### src/rtl/xfer_pkg.sv
// xfer_pkg: shared types and helpers for the register transfer sequencer.
// Holds the FSM state enum and a one-hot index decoder.
package xfer_pkg;

  typedef enum logic [1:0] {
    IDLE,
    RD,
    WR,
    DONE
  } state_t;

  // Widest bank/requester count the decoder supports.
  localparam int MAX_ONEHOT = 64;

  // Callers size-cast the result down to their own vector width.
  function automatic logic [MAX_ONEHOT-1:0] onehot(input logic [5:0] idx);
    logic [MAX_ONEHOT-1:0] v;
    v      = '0;
    v[idx] = 1'b1;
    return v;
  endfunction

endpackage

### src/rtl/rr_arbiter.sv
// rr_arbiter: picks one of N requesters; round-robin when XFER_RR_EN is
// defined, lowest-index fixed priority otherwise.
// Ports: clk, rst (sync, active-high), req[N], advance (grant taken),
//        gnt_id (winner index), gnt_valid (any request present).
module rr_arbiter #(
  parameter  int N = 4,
  localparam int W = $clog2(N)
) (
  input  logic         clk,
  input  logic         rst,
  input  logic [N-1:0] req,
  input  logic         advance,
  output logic [W-1:0] gnt_id,
  output logic         gnt_valid
);

`ifdef XFER_RR_EN
  logic [W-1:0] ptr;
  logic [W-1:0] idx;

  // Scan downwards so the last hit is the one nearest to ptr.
  always_comb begin
    gnt_id    = '0;
    gnt_valid = 1'b0;
    idx       = '0;
    for (int k = N-1; k >= 0; k--) begin
      idx = W'((int'(ptr) + k) % N);
      if (req[idx]) begin
        gnt_id    = idx;
        gnt_valid = 1'b1;
      end
    end
  end

  always_ff @(posedge clk) begin
    if (rst) begin
      ptr <= '0;
    end else if (advance && gnt_valid) begin
      ptr <= (int'(gnt_id) == N-1) ? '0 : gnt_id + 1'b1;
    end
  end
`else
  logic unused;
  assign unused = ^{clk, rst, advance};

  always_comb begin
    gnt_id    = '0;
    gnt_valid = 1'b0;
    for (int k = N-1; k >= 0; k--) begin
      if (req[W'(k)]) begin
        gnt_id    = W'(k);
        gnt_valid = 1'b1;
      end
    end
  end
`endif

endmodule

### src/rtl/reg_transfer_ctrl.sv
// reg_transfer_ctrl: arbitrates src->dst register moves and drives the bus
// mux select and destination write enable. XFER_RR_EN selects round-robin.
// Ports: clk, rst (sync, active-high); req/req_src/req_dst per requester;
//        done (one-hot pulse), err (bad index pulse), bus_sel, reg_en, busy.
module reg_transfer_ctrl
  import xfer_pkg::*;
#(
  parameter  int NUM_REQ  = 4,
  parameter  int NUM_REGS = 8,
  localparam int IDX_W    = $clog2(NUM_REGS),
  localparam int ARB_W    = $clog2(NUM_REQ)
) (
  input  logic                     clk,
  input  logic                     rst,
  input  logic [NUM_REQ-1:0]       req,
  input  logic [NUM_REQ*IDX_W-1:0] req_src,
  input  logic [NUM_REQ*IDX_W-1:0] req_dst,
  output logic [NUM_REQ-1:0]       done,
  output logic                     err,
  output logic [IDX_W-1:0]         bus_sel,
  output logic [NUM_REGS-1:0]      reg_en,
  output logic                     busy
);

  state_t state;
  state_t state_n;

  logic [ARB_W-1:0] gnt_id;
  logic             gnt_valid;
  logic             advance;

  logic [ARB_W-1:0] win_id;
  logic [IDX_W-1:0] src_q;
  logic [IDX_W-1:0] dst_q;
  logic             err_q;

  logic [IDX_W-1:0] src_in;
  logic [IDX_W-1:0] dst_in;
  logic             bad_in;

  rr_arbiter #(
    .N (NUM_REQ)
  ) u_arb (
    .clk       (clk),
    .rst       (rst),
    .req       (req),
    .advance   (advance),
    .gnt_id    (gnt_id),
    .gnt_valid (gnt_valid)
  );

  assign src_in = req_src[int'(gnt_id)*IDX_W +: IDX_W];
  assign dst_in = req_dst[int'(gnt_id)*IDX_W +: IDX_W];

  // Only reachable when NUM_REGS is not a power of two.
  assign bad_in = (int'(src_in) >= NUM_REGS) ||
                  (int'(dst_in) >= NUM_REGS);

  always_ff @(posedge clk) begin
    if (rst) begin
      state <= IDLE;
    end else begin
      state <= state_n;
    end
  end

  always_ff @(posedge clk) begin
    if (rst) begin
      win_id <= '0;
      src_q  <= '0;
      dst_q  <= '0;
      err_q  <= 1'b0;
    end else if (advance) begin
      win_id <= gnt_id;
      src_q  <= src_in;
      dst_q  <= dst_in;
      err_q  <= bad_in;
    end
  end

  always_comb begin
    state_n = state;
    advance = 1'b0;
    bus_sel = '0;
    reg_en  = '0;
    done    = '0;
    err     = 1'b0;
    busy    = 1'b1;
    unique case (state)
      IDLE: begin
        busy = 1'b0;
        if (gnt_valid) begin
          advance = 1'b1;
          state_n = RD;
        end
      end
      RD: begin
        bus_sel = src_q;
        state_n = WR;
      end
      WR: begin
        bus_sel = src_q;
        if (!err_q) begin
          reg_en = NUM_REGS'(onehot(6'(dst_q)));
        end
        state_n = DONE;
      end
      DONE: begin
        done    = NUM_REQ'(onehot(6'(win_id)));
        err     = err_q;
        state_n = IDLE;
      end
    endcase
  end

endmodule

### config.mk
export PLATFORM = sky130hd
export DESIGN_NAME = reg_transfer_ctrl
export DESIGN_NICKNAME = d
export VERILOG_FILES = /design/src/rtl/xfer_pkg.sv /design/src/rtl/rr_arbiter.sv /design/src/rtl/reg_transfer_ctrl.sv
export SDC_FILE = /design/constraint.sdc
export NUM_CORES = 1
export LEC_CHECK = 0
export ABC_AREA = 1
export CAP_MARGIN = 20
export CORE_MARGIN = 4
export CORE_UTILIZATION = 30
export CTS_BUF_LIST = sky130_fd_sc_hd__clkbuf_4
export CTS_CLUSTER_DIAMETER = 80
export DETAILED_ROUTE_END_ITERATION = 8
export PLACE_DENSITY = 0.67
export SYNTH_ARGS = -nofsm -noshare
export SYNTH_HDL_FRONTEND = slang
export SYNTH_HIERARCHICAL = 1
export SYNTH_SLANG_ARGS = --single-unit
### constraint.sdc
create_clock -name clk -period 1.3 [get_ports clk]
set_clock_uncertainty 0.15 [all_clocks]
set_input_delay 0.26 -clock clk [delete_from_list [all_inputs] [get_ports clk]]
set_output_delay 0.26 -clock clk [all_outputs]
set_load 0.02 [all_outputs]
==> qor.yml <==
pwr:
  fin_total_pwr_mw: 2.15
  vdd_drop_max_v: 0.000696
  p_leak_nw: 0.708
  p_per_area_mw_per_mm2: 1390
synthesis:
  avgSynthCellArea_um2: 5.96
  syn_inst: 132
  synth_seq_cells: 10
  synth_seq_area_share: 0.254
  synth.cell_area_um2: 787
  yosysWarnings: 6
  ys_types: 16
  syn-num-nets: 166
worst_setup_path:
  r2r-start: "state[1]$_SDFFE_PP0P_"
  startpoint: "state[1]$_SDFFE_PP0P_"
  crit_type: "reg -> out"
  crit_slowest_cell: "dfxtp_4"
  required_ns: 0.89
  crit_path_max_fanout: 4
  worstPathArrival_ns: 1.21
  startpoint_type: "flop"
  max_stage_delay_ns: 0.37
  path_cells: "buf_6, ha_4, nand2_4, nor2_4, buf_6"
  path_common_cell: "buf_6"
  crit_path_end_kind: "output port"
placement:
  dp_slack_ns: -0.563
  dp_cells: 213
  place_hpwl_um: 1740
  io_buffer_count: 42
  place_area_mm2: 0.00131
  place_congestion: 0.717
detailed_routing:
  drt-initial-drc-count: 14
  drc: 0
  drtAntennaViolNets: 0
  via_count: 946
  routed_wl_um: 2280
  detail_route.wl_per_cell_um: 10.5
  vias_per_cell: 4.34
  drt_first_pass_iters: 4
timing:
  finalWorstSetupSlack_ns: -0.325
  grt_setup_unrepaired: "yes"
  clock.fmax_ghz: 0.616
  drv_slew: 0
  min_period_ns: 1.62
  hold_viol: 0
  hold_ws_ns: 0.387
  period_share: 1.25
  setup_violations: 16
  fin_setup_tns_ns: -4.54
layout:
  fin_nets: 224
  multi_input_area_um2: 617
  final_cells: 218
  fin_area_mm2: 0.00154
  fillers: 219
  ff_latch_area_um2: 210
  synthToLayoutAreaGrowth_pct: 95.9
  drive_gt1_frac: 0.399
  final_util: 0.617
  antennaDiodeCount: 0
clocking:
  cts_root_buf: "clkbuf_4"
  clk_pin_slew_worst_paths_ns: 0.07
  cts.sinks: 10
  cts_tree: "yes"
  clock_path_buffers: 2
  cts_buffers: 3
  clock_latency_ns: 0.26
  htree_num_levels: 1
global_routing:
  grt_remaining_overflow: 0
  antenna_found_initial: 0
  grt_pass1_wl_um: 3880
  grt_max_degree: 11
  grt_pass1_vias: 994
  grt_usage: 0.141
die:
  die-height_um: 59.2
  core-area_mm2: 0.00250
  die_area_mm2: 0.00351
  io_pins: 47
  start_util: 0.315
  row_count: 18
  dieWidth_um: 59.2
worst_hold_path:
  hold_path_class: "reg -> reg"
  hp-start: "win_id[1]$_SDFFE_PP0P_"
flow_run:
  maxCapViolCount: 0
run_status:
  status: "finished, violations left"
  violations: "setup timing"
routing by layer:
metal	vias to the layer above	global-route usage	part of all wire
li1	511	-	-
met1	396	0.162	0.42
met2	35	0.251	0.50
met3	4	0.0131	0.056
met4	0	0.0777	0.022
met5	-	0	0
cell usage after synthesis:
| library cell | instances | area, µm² |
|---|---|---|
| nand2_1 | 43 | 161 |
| inv_2 | 2 | 7.51 |
| buf_4 | 3 | 22.5 |
| inv_1 | 17 | 63.8 |
| a21oi_2 | 4 | 35.0 |
| ha_1 | 4 | 50.1 |
| nor2_1 | 13 | 48.8 |
| nor3_1 | 7 | 35.0 |
| a21oi_1 | 5 | 25.0 |
| o21ai_0 | 4 | 20.0 |
| conb_1 | 3 | 11.3 |
| dfxtp_1 | 10 | 200 |
| buf_6 | 3 | 33.8 |
| o21ai_1 | 4 | 20.0 |
| nand2_2 | 2 | 12.5 |
| nand3_1 | 8 | 40.0 |
worst paths after layout:
path | to | slack (ns) | cells past startpoint
setup reg to reg | src_q[2]$_SDFFE_PP0P_ | 0 | 7
hold / removal | win_id[1]$_SDFFE_PP0P_ | 0.39 | 2
setup / recovery | reg_en[7] | -0.32 | 5
hold reg to reg | win_id[1]$_SDFFE_PP0P_ | 0.39 | 2
timing repair:
| action | CTS | global route |
|---|---|---|
| setup buffers | 2 | 0 |
| hold buffers | 0 | 0 |
| gates cloned | 0 | 0 |
| endpoints found under the setup margin | 21 | 23 |
| pin swaps | 14 | 4 |
| gates resized for setup | 128 | 23 |
state kept, by name, indices dropped and copies added (netlist names):
register  cells
dst_q         3
src_q         3
state         2
win_id        2
critical path, delay by kind of cell (launching register included):
kind | cells | cell delay [ns]
buf+inv | 2 | 0.22
fa+ha+maj | 1 | 0.15
simple gates | 2 | 0.22
flops | 1 | 0.37
where the power goes:
part	total, mW	internal, mW	switching (mW)
Clock	0.212	0.107	0.105
Sequential	0.519	0.422	0.0968
Combinational	1.42	0.687	0.728
placed cells by master, fill, tap and decap left out:
master and n:
a21oi_2 6, inv_6 2, buf_4 17, conb_1 3
nand2_1 39, ha_1 1, dfxtp_1 6, nor3_2 1
nand3_1 8, o21ai_2 1, clkdlybuf4s50_1 26, nor2_4 6
o21ai_1 5, inv_1 10, o21ai_0 2, a21oi_1 3
nand2_4 3, inv_2 5, buf_6 16, nor3_1 3
nand2_2 3, dfxtp_2 2, ha_4 3, clkbuf_4 3
dfxtp_4 2, inv_4 2, nor3_4 3, nor2_1 7
cell type report:
cell class                 instances  area share
inverter                          19      0.0560
sequential                        10       0.136
tap                               30      0.0244
clock buffer                       3      0.0146
multi-input combinational         97       0.400
timing repair buffer              59       0.369
kinds of logic after synthesis:
family | count (synthesis) | share of synthesized area
AOI/OAI and AO/OA | 17 | 0.127
adders and majority gates | 4 | 0.0636
and+or+nand+nor | 73 | 0.378
other | 3 | 0.0143
DFF | 10 | 0.254
buffers and inverters | 25 | 0.162
(Power assumes the default switching activity.)
